**src/rtl/seg7_disp_ctrl.sv**
```systemverilog
// Purpose : register front-end and scan/blink timing for a 7-segment display device.
// Latency : register writes land the clock after we; reads return one clock after re;
//           new hex data reaches Hexs only at the next scan-frame boundary.
// Backpressure : none. we/re are single-cycle strobes that are always accepted.
//
// Ports:
//   clk, rst_n          rising-edge clock, synchronous active-low reset
//   we, re, addr, wdata register write/read strobes, select (0 HEX, 1 POINT, 2 LES, 3 CTRL), data
//   rdata, rvalid       registered read data and its one-cycle valid
//   Scan, flash         digit scan index and blink strobe to the display device
//   Hexs, point, LES    committed hex value, decimal-point mask, per-digit blink mask
//   SW0, pending        text/graphic mode select, shadow hex awaiting commit
module seg7_disp_ctrl #(
   parameter int          SCAN_DIV_BITS  = 17,
   parameter int          FLASH_DIV_BITS = 25,
   parameter logic [31:0] RESET_HEX      = 32'h0000_0000
) (
   input  logic        clk,
   input  logic        rst_n,
   input  logic        we,
   input  logic        re,
   input  logic [1:0]  addr,
   input  logic [31:0] wdata,
   output logic [31:0] rdata,
   output logic        rvalid,
   output logic [2:0]  Scan,
   output logic        flash,
   output logic [31:0] Hexs,
   output logic [7:0]  point,
   output logic [7:0]  LES,
   output logic        SW0,
   output logic        pending
);

   localparam logic [SCAN_DIV_BITS-1:0]  SCAN_ONE  = SCAN_DIV_BITS'(1);
   localparam logic [FLASH_DIV_BITS-1:0] FLASH_ONE = FLASH_DIV_BITS'(1);

   logic [SCAN_DIV_BITS-1:0]  scan_cnt;
   logic [FLASH_DIV_BITS-1:0] flash_cnt;
   logic [31:0]               shadow;
   logic                      flash_en;
   logic                      freeze;

   logic        wr_hex, wr_point, wr_les, wr_ctrl;
   logic        scan_tick, frame_end, commit;
   logic        flash_en_nxt;
   logic [31:0] rd_mux;

   assign wr_hex   = we && (addr == 2'd0);
   assign wr_point = we && (addr == 2'd1);
   assign wr_les   = we && (addr == 2'd2);
   assign wr_ctrl  = we && (addr == 2'd3);

   assign scan_tick = &scan_cnt;
   // Last prescaler cycle of digit 7: the only point where swapping Hexs
   // cannot tear a frame.
   assign frame_end = scan_tick && (Scan == 3'd7);
   assign commit    = frame_end && pending && !freeze;

   // Disabling blink must blank flash on the same edge the CTRL write lands,
   // so the clear path looks at the value being written.
   assign flash_en_nxt = wr_ctrl ? wdata[0] : flash_en;

   always_comb begin
      rd_mux = 32'h0;
      case (addr)
         2'd0:    rd_mux = shadow;
         2'd1:    rd_mux = {24'h0, point};
         2'd2:    rd_mux = {24'h0, LES};
         default: rd_mux = {pending, 28'h0, SW0, freeze, flash_en};
      endcase
   end

   always_ff @(posedge clk) begin
      if (!rst_n) begin
         scan_cnt  <= '0;
         flash_cnt <= '0;
         Scan      <= 3'd0;
         flash     <= 1'b0;
         Hexs      <= RESET_HEX;
         shadow    <= RESET_HEX;
         pending   <= 1'b0;
         point     <= 8'h0;
         LES       <= 8'h0;
         SW0       <= 1'b0;
         flash_en  <= 1'b0;
         freeze    <= 1'b0;
         rdata     <= 32'h0;
         rvalid    <= 1'b0;
      end else begin
         scan_cnt <= scan_cnt + SCAN_ONE;
         if (scan_tick) begin
            Scan <= Scan + 3'd1;
         end

         // Commit samples the pre-write shadow; a HEX write on the same edge
         // is assigned afterwards so its pending set wins over the clear.
         if (commit) begin
            Hexs    <= shadow;
            pending <= 1'b0;
         end
         if (wr_hex) begin
            shadow  <= wdata;
            pending <= 1'b1;
         end

         if (wr_point) begin
            point <= wdata[7:0];
         end
         if (wr_les) begin
            LES <= wdata[7:0];
         end
         if (wr_ctrl) begin
            flash_en <= wdata[0];
            freeze   <= wdata[1];
            SW0      <= wdata[2];
         end

         // Counting only starts once flash_en is registered, so re-enabling
         // begins from flash=0 with an empty prescaler.
         if (!flash_en_nxt) begin
            flash_cnt <= '0;
            flash     <= 1'b0;
         end else if (flash_en) begin
            flash_cnt <= flash_cnt + FLASH_ONE;
            if (&flash_cnt) begin
               flash <= ~flash;
            end
         end

         rvalid <= re;
         if (re) begin
            rdata <= rd_mux;
         end
      end
   end

endmodule
```
**config.mk**
```make
export PLATFORM = sky130hd
export DESIGN_NAME = seg7_disp_ctrl
export DESIGN_NICKNAME = d
export VERILOG_FILES = /design/src/rtl/seg7_disp_ctrl.sv
export SDC_FILE = /design/constraint.sdc
export NUM_CORES = 1
export LEC_CHECK = 0
export ABC_AREA = 1
export BUFFER_PORTS_ARGS = -buffer_cell sky130_fd_sc_hd__clkbuf_2
export CORE_MARGIN = 8
export CORE_UTILIZATION = 49
export CTS_CLUSTER_DIAMETER = 50
export DETAILED_ROUTE_END_ITERATION = 12
export PLACE_DENSITY_LB_ADDON = 0.12
export SETUP_SLACK_MARGIN = 0.4
export SLEW_MARGIN = 0
export SYNTH_ARGS = -nofsm -noshare
export SYNTH_HDL_FRONTEND = slang
export SYNTH_SLANG_ARGS = --single-unit
```
**constraint.sdc**
```tcl
create_clock -name clk -period 2.5 [get_ports clk]
set_input_delay 0.125 -clock clk [delete_from_list [all_inputs] [get_ports clk]]
set_output_delay 0.125 -clock clk [all_outputs]
set_load 0.1 [all_outputs]
```
# Word level (Yosys, flattened, before mapping)
# Index checks and enable logic that the tools add are counted.
# W data, S select, Z words.
[word_totals]
ff_bits = 163
in_bits = 38
out_inout_bits = 87
word_cells = 39
[op_classes]
n_addsub = 3
eq_ne = 4
n_mux = 4
n_bitwise = 1
reduce_logical = 13
[ops]
columns = ["cell", "count"]
rows = [
  ["$pmux W32 S3", 1],
  ["$reduce_and A26 Y1", 1],
  ["$add A25 B1 Y25 const B", 1],
  ["$add A17 B1 Y17 const B", 1],
  ["$reduce_and A17 Y1", 1],
  ["$logic_and A1 B1 Y1", 7],
  ["$eq A2 B2 Y1 const B", 2],
  ["$add A3 B1 Y3 const B", 1],
  ["$eq A3 B3 Y1 const B", 1],
  ["$mux W1", 3],
  ["$eq A2 B1 Y1 const B", 1],
  ["$logic_not A2 Y1", 1],
  ["$reduce_and A2 Y1", 1],
  ["$reduce_bool A2 Y1", 1],
  ["$logic_not A1 Y1", 1],
  ["$not A1 Y1", 1],
]

# Longest topological paths before layout
# Gate-level depths: netlist (run 1).
[depth]
depth_word = 6
depth_mapped = 11
ltp_nobuf = 10

# Worst setup path after synthesis (run 1)
# No wires, ideal clock.
[synth_timing]
path_type = "reg-to-reg"
start = "register scan_cnt[0]"
end = "register Hexs[0]"
setup_time_ns = 0.065
arrival_time_ns = 2.186
required_ns = 2.435
slack_ns = 0.249
stages_incl_launch_ff = 12
path_buffers = 1
synth_period_minus_slack_ns = 2.251
cell_sequence = "dfxtp_1 ha_1 nand2_1 nor3_1 nand2_1 nor4_1 ha_1 nand4_1 inv_1 buf_2 nor2_1 nor2_1"
[synth_via]
elab_chain_len = 4
[synth_rtl]
columns = ["item", "line", "source"]
rows = [
  ["from (decl)", "38", "logic [SCAN_DIV_BITS-1:0] scan_cnt;"],
  ["from (signal assigned)", "91", "scan_cnt <= scan_cnt + SCAN_ONE;"],
  ["$reduce_and A17 Y1", "54", "assign scan_tick = &scan_cnt;"],
  ["named net scan_tick", "45", "logic scan_tick, frame_end, commit;"],
  ["$logic_and A1 B1 Y1", "57", "assign frame_end = scan_tick && (Scan == 3'd7);"],
  ["$logic_and A1 B1 Y1 (2 in series)", "58", "assign commit = frame_end && pending && !freeze;"],
  ["to (signal assigned)", "99", "Hexs <= shadow;"],
  ["to (decl)", "28", "output logic [31:0] Hexs,"],
]
# The timed path passes the listed nets, and every way through them passes these cells.
# A chain may end at the register's enable or synchronous reset.

# Worst setup path in the final report (run 1)
[layout_timing]
start = "register scan_cnt[0]"
end = "register Hexs[12]"
# Same word-level chain as after synthesis.

==> metrics.txt, run 1 <==
clk root buf clkbuf_16; Clock Skew about 0.011 ns; final setup TNS 0 ns; Worst Tran Pin Value ~0.64 ns; grt met3 use roughly 5.8%; Die Ht 131 µm; CP startpoint kind register; worst ir drop on vdd ~0.49 mV; gr ovfl total 0; Worst Setup End Kind register; Slew Viols, Final 0; final setup vio count 0; Yosys reg bits around 160; warnings from Yosys 0; CTS tree yes; port bufs ~120; P_leak approximately 3.5 nW; first-pass GRT wire length about 29000 µm; dpl cells about 1200; core region area 13100 µm²; clock-pin transition on the worst setup and hold timing paths around 0.060 ns; Antenna diodes 0; slowest stage delay, CP approximately 0.37 ns; Hold Fails Final Rpt 0; IO Count 125; Final #Nets between 1000 and 1500; worst setup path category register to register; Final Instance Count excl. Fillers 1245; die area 17200 µm²; HP Class input pin to register; gr usage total between 10% and 20%; fillers roughly 1200; Max clock buf depth 2; drt initial violations ~380; Vias around 6100; Syn-to-layout area delta 29.9%; RSZ-0062 raised after global routing true; met1 Resource Use GR between 20% and 30%; Avg Cell Area, Syn around 7.2 µm²; distinct cell type count after synthesis 27; clk sinks 163; drt via density between 4 and 5; Seq/Total Area, Yosys 50.2%; largest net degree at the start of global routing 65; max_cap viols 0; row cnt 42; Fmax between 500 and 600 MHz; vias in the first global route around 6000; Num CTS Buffers 17; wire per inst roughly 14 µm; H-tree depth 4; CP cell instances ha_4 -> nand2_4 -> nor3_4 -> nand2_2 -> nor4_4 -> ha_2 -> nand4_1 -> buf_6 -> inv_6 -> clkbuf_16 -> nor2_1 -> nor2_1; CP arrival 2.33 ns; Initial DRT Pass Iterations 5; total wire length 17200 µm; CP max FO 12; share of cells above drive strength 1 between 15 and 20%; syn nets between 900 and 1000; status finished, final reports clean; antenna viol nets, final 0; Pwr per Cell Area 733 nW/µm²; Top Usage Layer GRT met2; Mapped Cells 904; clk_lat worst skew approximately 0.42 ns; Worst path slowest cell dfxtp_4; antenna violations before repair 0; FF-to-FF setup slack roughly 0.52 ns; worst path required time about 2.9 ns; register area 3270 µm²; final worst path period need 1.98 ns; Initial Utilization 49.7%; gpl congestion slightly above 0.8; Die X about 130 µm; grt met2 use 32.1%; Post-DP HPWL around 11000 µm; multi-input logic area 2940 µm²; Post-Syn Area roughly 6500 µm²; DR DRC count 0; ratio of final minimum period to clock period between 70% and 80%; crit-path most repeated cell nor2_1; Slew headroom 57.2%
==> cells by family after synthesis <==
logic type / count (synthesis) / synth area share, %
AOI/OAI and AO/OA: 185 / 14.4
xor gates and xnor gates: 5 / 0.674
adders and majority gates: 5 / 0.962
buffers and inverters: 93 / 5.83
DFF: 163 / 50.2
and+or+nand+nor: 453 / 28.0
==> report_power, final <==
group | internal, mW | switching [mW] | total, mW
Combinational | 0.153 | 0.455 | 0.609
Sequential | 2.67 | 0.0480 | 2.71
Clock | 1.83 | 1.04 | 2.87
Total | 4.65 | 1.55 | 6.20
==> critical path: cells and delay by family (launching register included) <==
family,cells,cell delay [ns]
simple gates,7,0.75
buf+inv,3,0.42
flops,1,0.37
fa+ha+maj,2,0.37
==> sequential cells by signal (all words and copies together), names as in the netlist, 3 cells and up <==
signal / flops
Scan: 3
shadow: 32
flash_cnt: 25
point: 8
LES: 8
scan_cnt: 17
Hexs: 32
rdata: 32
==> cell usage after synthesis <==
master	count	area [µm²]
o21ai_0	105	526
nand2_2	2	12.5
o21bai_1	2	15.0
buf_6	1	11.3
nor2_1	210	788
o21ai_1	1	5.00
inv_2	1	3.75
and2_1	2	12.5
a21oi_1	76	380
clkbuf_1	26	97.6
or2_0	1	6.26
xnor2_1	5	43.8
nand2_1	173	649
nor3_1	2	10.0
nor2_2	4	25.0
clkinv_2	1	5.00
a31o_2	1	8.76
buf_1	1	3.75
buf_2	15	75.1
nand3_1	53	265
nand4_1	4	25.0
ha_1	5	62.6
inv_1	47	176
nor4_1	1	6.26
inv_4	1	6.26
nand3_4	1	17.5
dfxtp_1	163	3260
==> area by class of cell <==
cell class                 instances  share of cell area [%]
inverter                          50                    2.33
timing repair buffer             176                    13.8
clock buffer                      20                    5.41
clock inverter                    12                    2.40
multi-input combinational        648                    34.8
tap                              176                    2.61
sequential                       163                    38.7
==> repair_timing <==
item	4_1_cts	5_1_grt
gates resized for setup	7	49
cloned	1	2
endpoints found under the hold margin	38	0
endpoints found under the setup margin	33	33
hold buffers	31	0
buffers inserted	4	1
pin swaps	3	4
==> through the flow <==
| stage | area (µm²) | setup WS, ns | hold WS [ns] | utilization (%) | total power, mW |
|---|---|---|---|---|---|
| finish | 8450 | 0.519 | 0.0106 | 64.6 | 6.20 |
| global route | 8450 | 0.351 | 0.0167 | 64.6 | 6.40 |
| CTS | 8320 | 0.410 | 0.00920 | 63.6 | 6.23 |
| detailed placement | 7290 | 0.113 | 0.393 | 55.7 | 3.33 |
| global placement | 7290 | 0.253 | 0.382 | 55.7 | 3.32 |
| floorplan | 6520 | 0.436 | 0.274 | - | 3.19 |
==> path summary, 6_finish.rpt <==
path / from / endpoint / cells past startpoint
hold / removal: wdata[9] / shadow[9]$_SDFFE_PN0P_ / 3
hold reg to reg: scan_cnt[0]$_SDFF_PN0_ / scan_cnt[0]$_SDFF_PN0_ / 1
setup reg to reg: scan_cnt[0]$_SDFF_PN0_ / Hexs[12]$_SDFFE_PN0P_ / 12
setup / recovery: scan_cnt[0]$_SDFF_PN0_ / Hexs[12]$_SDFFE_PN0P_ / 12
==> per-layer routing <==
layer / wire length (µm) / vias to the layer above
met4: 198 / 0
met2: 7910 / 122
met1: 8280 / 2782
li1: - / 3228
met3: 814 / 15
met5: 0 / -
==> cells in the final DEF, fill, tap and decap left out, drive strengths merged, types with 6 or more instances in the layout <==
cell and instances:
a21oi 76, buf 20, clkbuf 145, clkinv 6
dfxtp 163, dlygate4sd3 31, inv 50, nand2 175
nand3 54, nor2 214, o21ai 106
Power figures use the tool's default switching activity.
==> run 2, diff against run 1 <==
clock period = 2.01 ns   (was 2.5 ns; I/O delays follow)
==> metrics.txt, run 2 (synthesis results as in run 1) <==
Syn-to-layout area delta 34.5%; CP Depth 12 (unchanged); Pwr per Cell Area 869 nW/µm² (+18%); Vias 6376 (+3.7%); row cnt 42 (unchanged); Slew Viols, Final 0 (unchanged); Antenna diodes 0 (unchanged); RSZ-0062 raised after global routing true; Num CTS Buffers 17 (unchanged); CP max FO 7 (-5); final setup TNS 0 ns (unchanged); crit-path most repeated cell buf_6; Post-DP HPWL 11900 µm (+3.6%); P_leak 3.61 nW (+3.8%); R2R depth 12 (unchanged); final worst path period need 1.90 ns (-0.0771 ns); CP cell instances ha_4 -> nand2_4 -> nor3_4 -> nand2_2 -> nor4_4 -> ha_2 -> nand4_1 -> buf_4 -> buf_6 -> buf_6 -> o21ai_2 -> nor2_1; critical path endpoint Hexs[22]$_SDFFE_PN0P_; fillers 1113 (-4.5%); clock-pin transition on the worst setup and hold timing paths 0.06 ns (about the same); vias in the first global route 5992 (+0.98%); Clock Skew 0.00711 ns (-0.00417 ns); worst ir drop on vdd 0.510 mV (+3.3%); HP Class input pin to register; Max clock buf depth 2 (unchanged); IO Count 125 (unchanged); Die Ht 131 µm (unchanged); r2r endpoint Hexs[22]$_SDFFE_PN0P_; FF-to-FF setup slack 0.11 ns (-0.41 ns); Worst Setup End Kind register; clk root buf clkbuf_16; CP Launch Point scan_cnt[0]$_SDFF_PN0_; CTS tree yes; most frequent cells in the layout 194 x nor2_1, 169 x nand2_1, 154 x dfxtp_1; CP startpoint kind register; gr usage total 20.0% (+0.27 points); slowest stage delay, CP 0.35 ns (-0.02 ns); antenna violations before repair 0 (unchanged); DR DRC count 0 (unchanged); worst setup path category register to register; WP buf/inv 3 (unchanged); antenna viol nets, final 0 (unchanged); Final #Nets 1118 (+1.7%); largest net degree at the start of global routing 58 (-11%); status finished, final reports clean; Slew headroom 61.3% (+4.1 points); Initial Utilization 49.7% (unchanged); H-tree depth 4 (unchanged); overall power 7.60 mW (+23%); FF-to-FF Start scan_cnt[0]$_SDFF_PN0_; Initial DRT Pass Iterations 5 (unchanged); final setup vio count 0 (unchanged); hold_sp addr[0]; port bufs 124 (unchanged); clk sinks 163 (unchanged); gr ovfl total 0 (unchanged); Fmax 525 MHz (+4.1%); share of cells above drive strength 1 23.7% (+4.4 points); CP arrival 2.22 ns (-0.11 ns); clk_lat worst skew 0.42 ns (about the same); ratio of final minimum period to clock period 94.7% (+15 points); drt via density 5.04 (+2.2%); core region area 13100 µm² (unchanged); Die X 131 µm (unchanged); total wire length 17800 µm (+3.5%); Top Registers Hexs: 32 flops, rdata: 32 flops, shadow: 32 flops; Worst path slowest cell dfxtp_2; commonest non-fill, non-tap cell in the layout nor2_1; gpl congestion 0.840 (+1.4%); Worst Tran Pin Value 0.583 ns (-0.0578 ns); first-pass GRT wire length 29100 µm (+1.9%); drt initial violations 370 (-3.6%); max_cap viols 0 (unchanged); Largest delay share family, worst path simple AND/OR/NAND/NOR gates; Hold Fails Final Rpt 0 (unchanged); die area 17200 µm² (unchanged); wire per inst 14.1 µm (+2.0%); worst path required time 2.33 ns (-0.52 ns)
run 2: changes by cell type in the layout (fill, tap and decap cells not counted), moves of 2 or more:
cell / change
nor2_1: -16
o21ai_1: -15
buf_4: +11
o21ai_2: +11
nor2_2: +8
nor2_4: +8
buf_6: +7
dfxtp_2: +5
dfxtp_1: -4
o21ai_0: +4
inv_6: -2
run 2: timing repair:
| action | CTS | global route |
|---|---|---|
| setup endpoints to repair | 38 | 46 |
| hold buffers | 32 | 0 |
| cloned | 2 | 2 |
| pin swaps | 4 | 9 |
| gates resized for setup | 42 | 52 |
| setup buffers | 6 | 1 |
| hold endpoints to repair | 48 | 0 |
run 2: power by group:
group	internal [mW]	switching, mW	leakage, nW
Combinational	0.200	0.571	1.97
Clock	2.15	1.30	0.306
Sequential	3.32	0.0641	1.33
Total	5.66	1.93	3.61
run 2: routing by layer:
metal | track usage [%] | part of all wire (%) | up-vias
li1 | - | - | 3265
met1 | 25.0 | 45 | 2921
met2 | 33.5 | 48 | 175
met3 | 4.57 | 5.4 | 15
met4 | 6.39 | 1.2 | 0
met5 | 0 | 0 | -
run 2: worst min path at each step:
stage	to	slack, ns	cells past startpoint
6_report	LES[0]$_SDFFE_PN0P_	0.06	4
3_3_place_gp	shadow[12]$_SDFFE_PN0P_	0.36	3
3_5_place_dp	shadow[12]$_SDFFE_PN0P_	0.36	3
2_1_floorplan	shadow[0]$_SDFFE_PN0P_	0.25	2
4_1_cts	LES[1]$_SDFFE_PN0P_	0.04	4
5_1_grt	LES[1]$_SDFFE_PN0P_	0.08	4
run 2: worst register-to-register path, cell delays in order, from the launching register on:
cell and delay (ns):
dfxtp_2 0.35, ha_4 0.15, nand2_4 0.05, nor3_4 0.13
nand2_2 0.09, nor4_4 0.14, ha_2 0.21, nand4_1 0.11
buf_4 0.17, buf_6 0.13, buf_6 0.11, o21ai_2 0.11
nor2_1 0.05
run 2: through the flow:
stage / std cells / util (%) / area (µm²) / setup slack, ns / hold slack, ns
2_1_floorplan: 904 / - / 6570 / 0.0898 / 0.249
3_3_place_gp: 1189 / 56.8 / 7440 / 0.0852 / 0.359
3_5_place_dp: 1189 / 56.8 / 7440 / 0.0125 / 0.363
4_1_cts: 1261 / 65.2 / 8530 / 0.0869 / 0.0377
5_1_grt: 1264 / 66.8 / 8740 / 0.00723 / 0.0758
6_report: 1264 / 66.8 / 8740 / 0.106 / 0.0636
run 2: area by class of cell:
cell class / count / area, µm² / area share (%)
Clock buffer: 20 / 457 / 5.22
Clock inverter: 12 / 180 / 2.06
Tap cell: 176 / 220 / 2.52
Sequential cell: 163 / 3270 / 37.5
Inverter: 50 / 204 / 2.33
Multi-Input combinational cell: 648 / 3070 / 35.1
Timing Repair Buffer: 195 / 1340 / 15.3
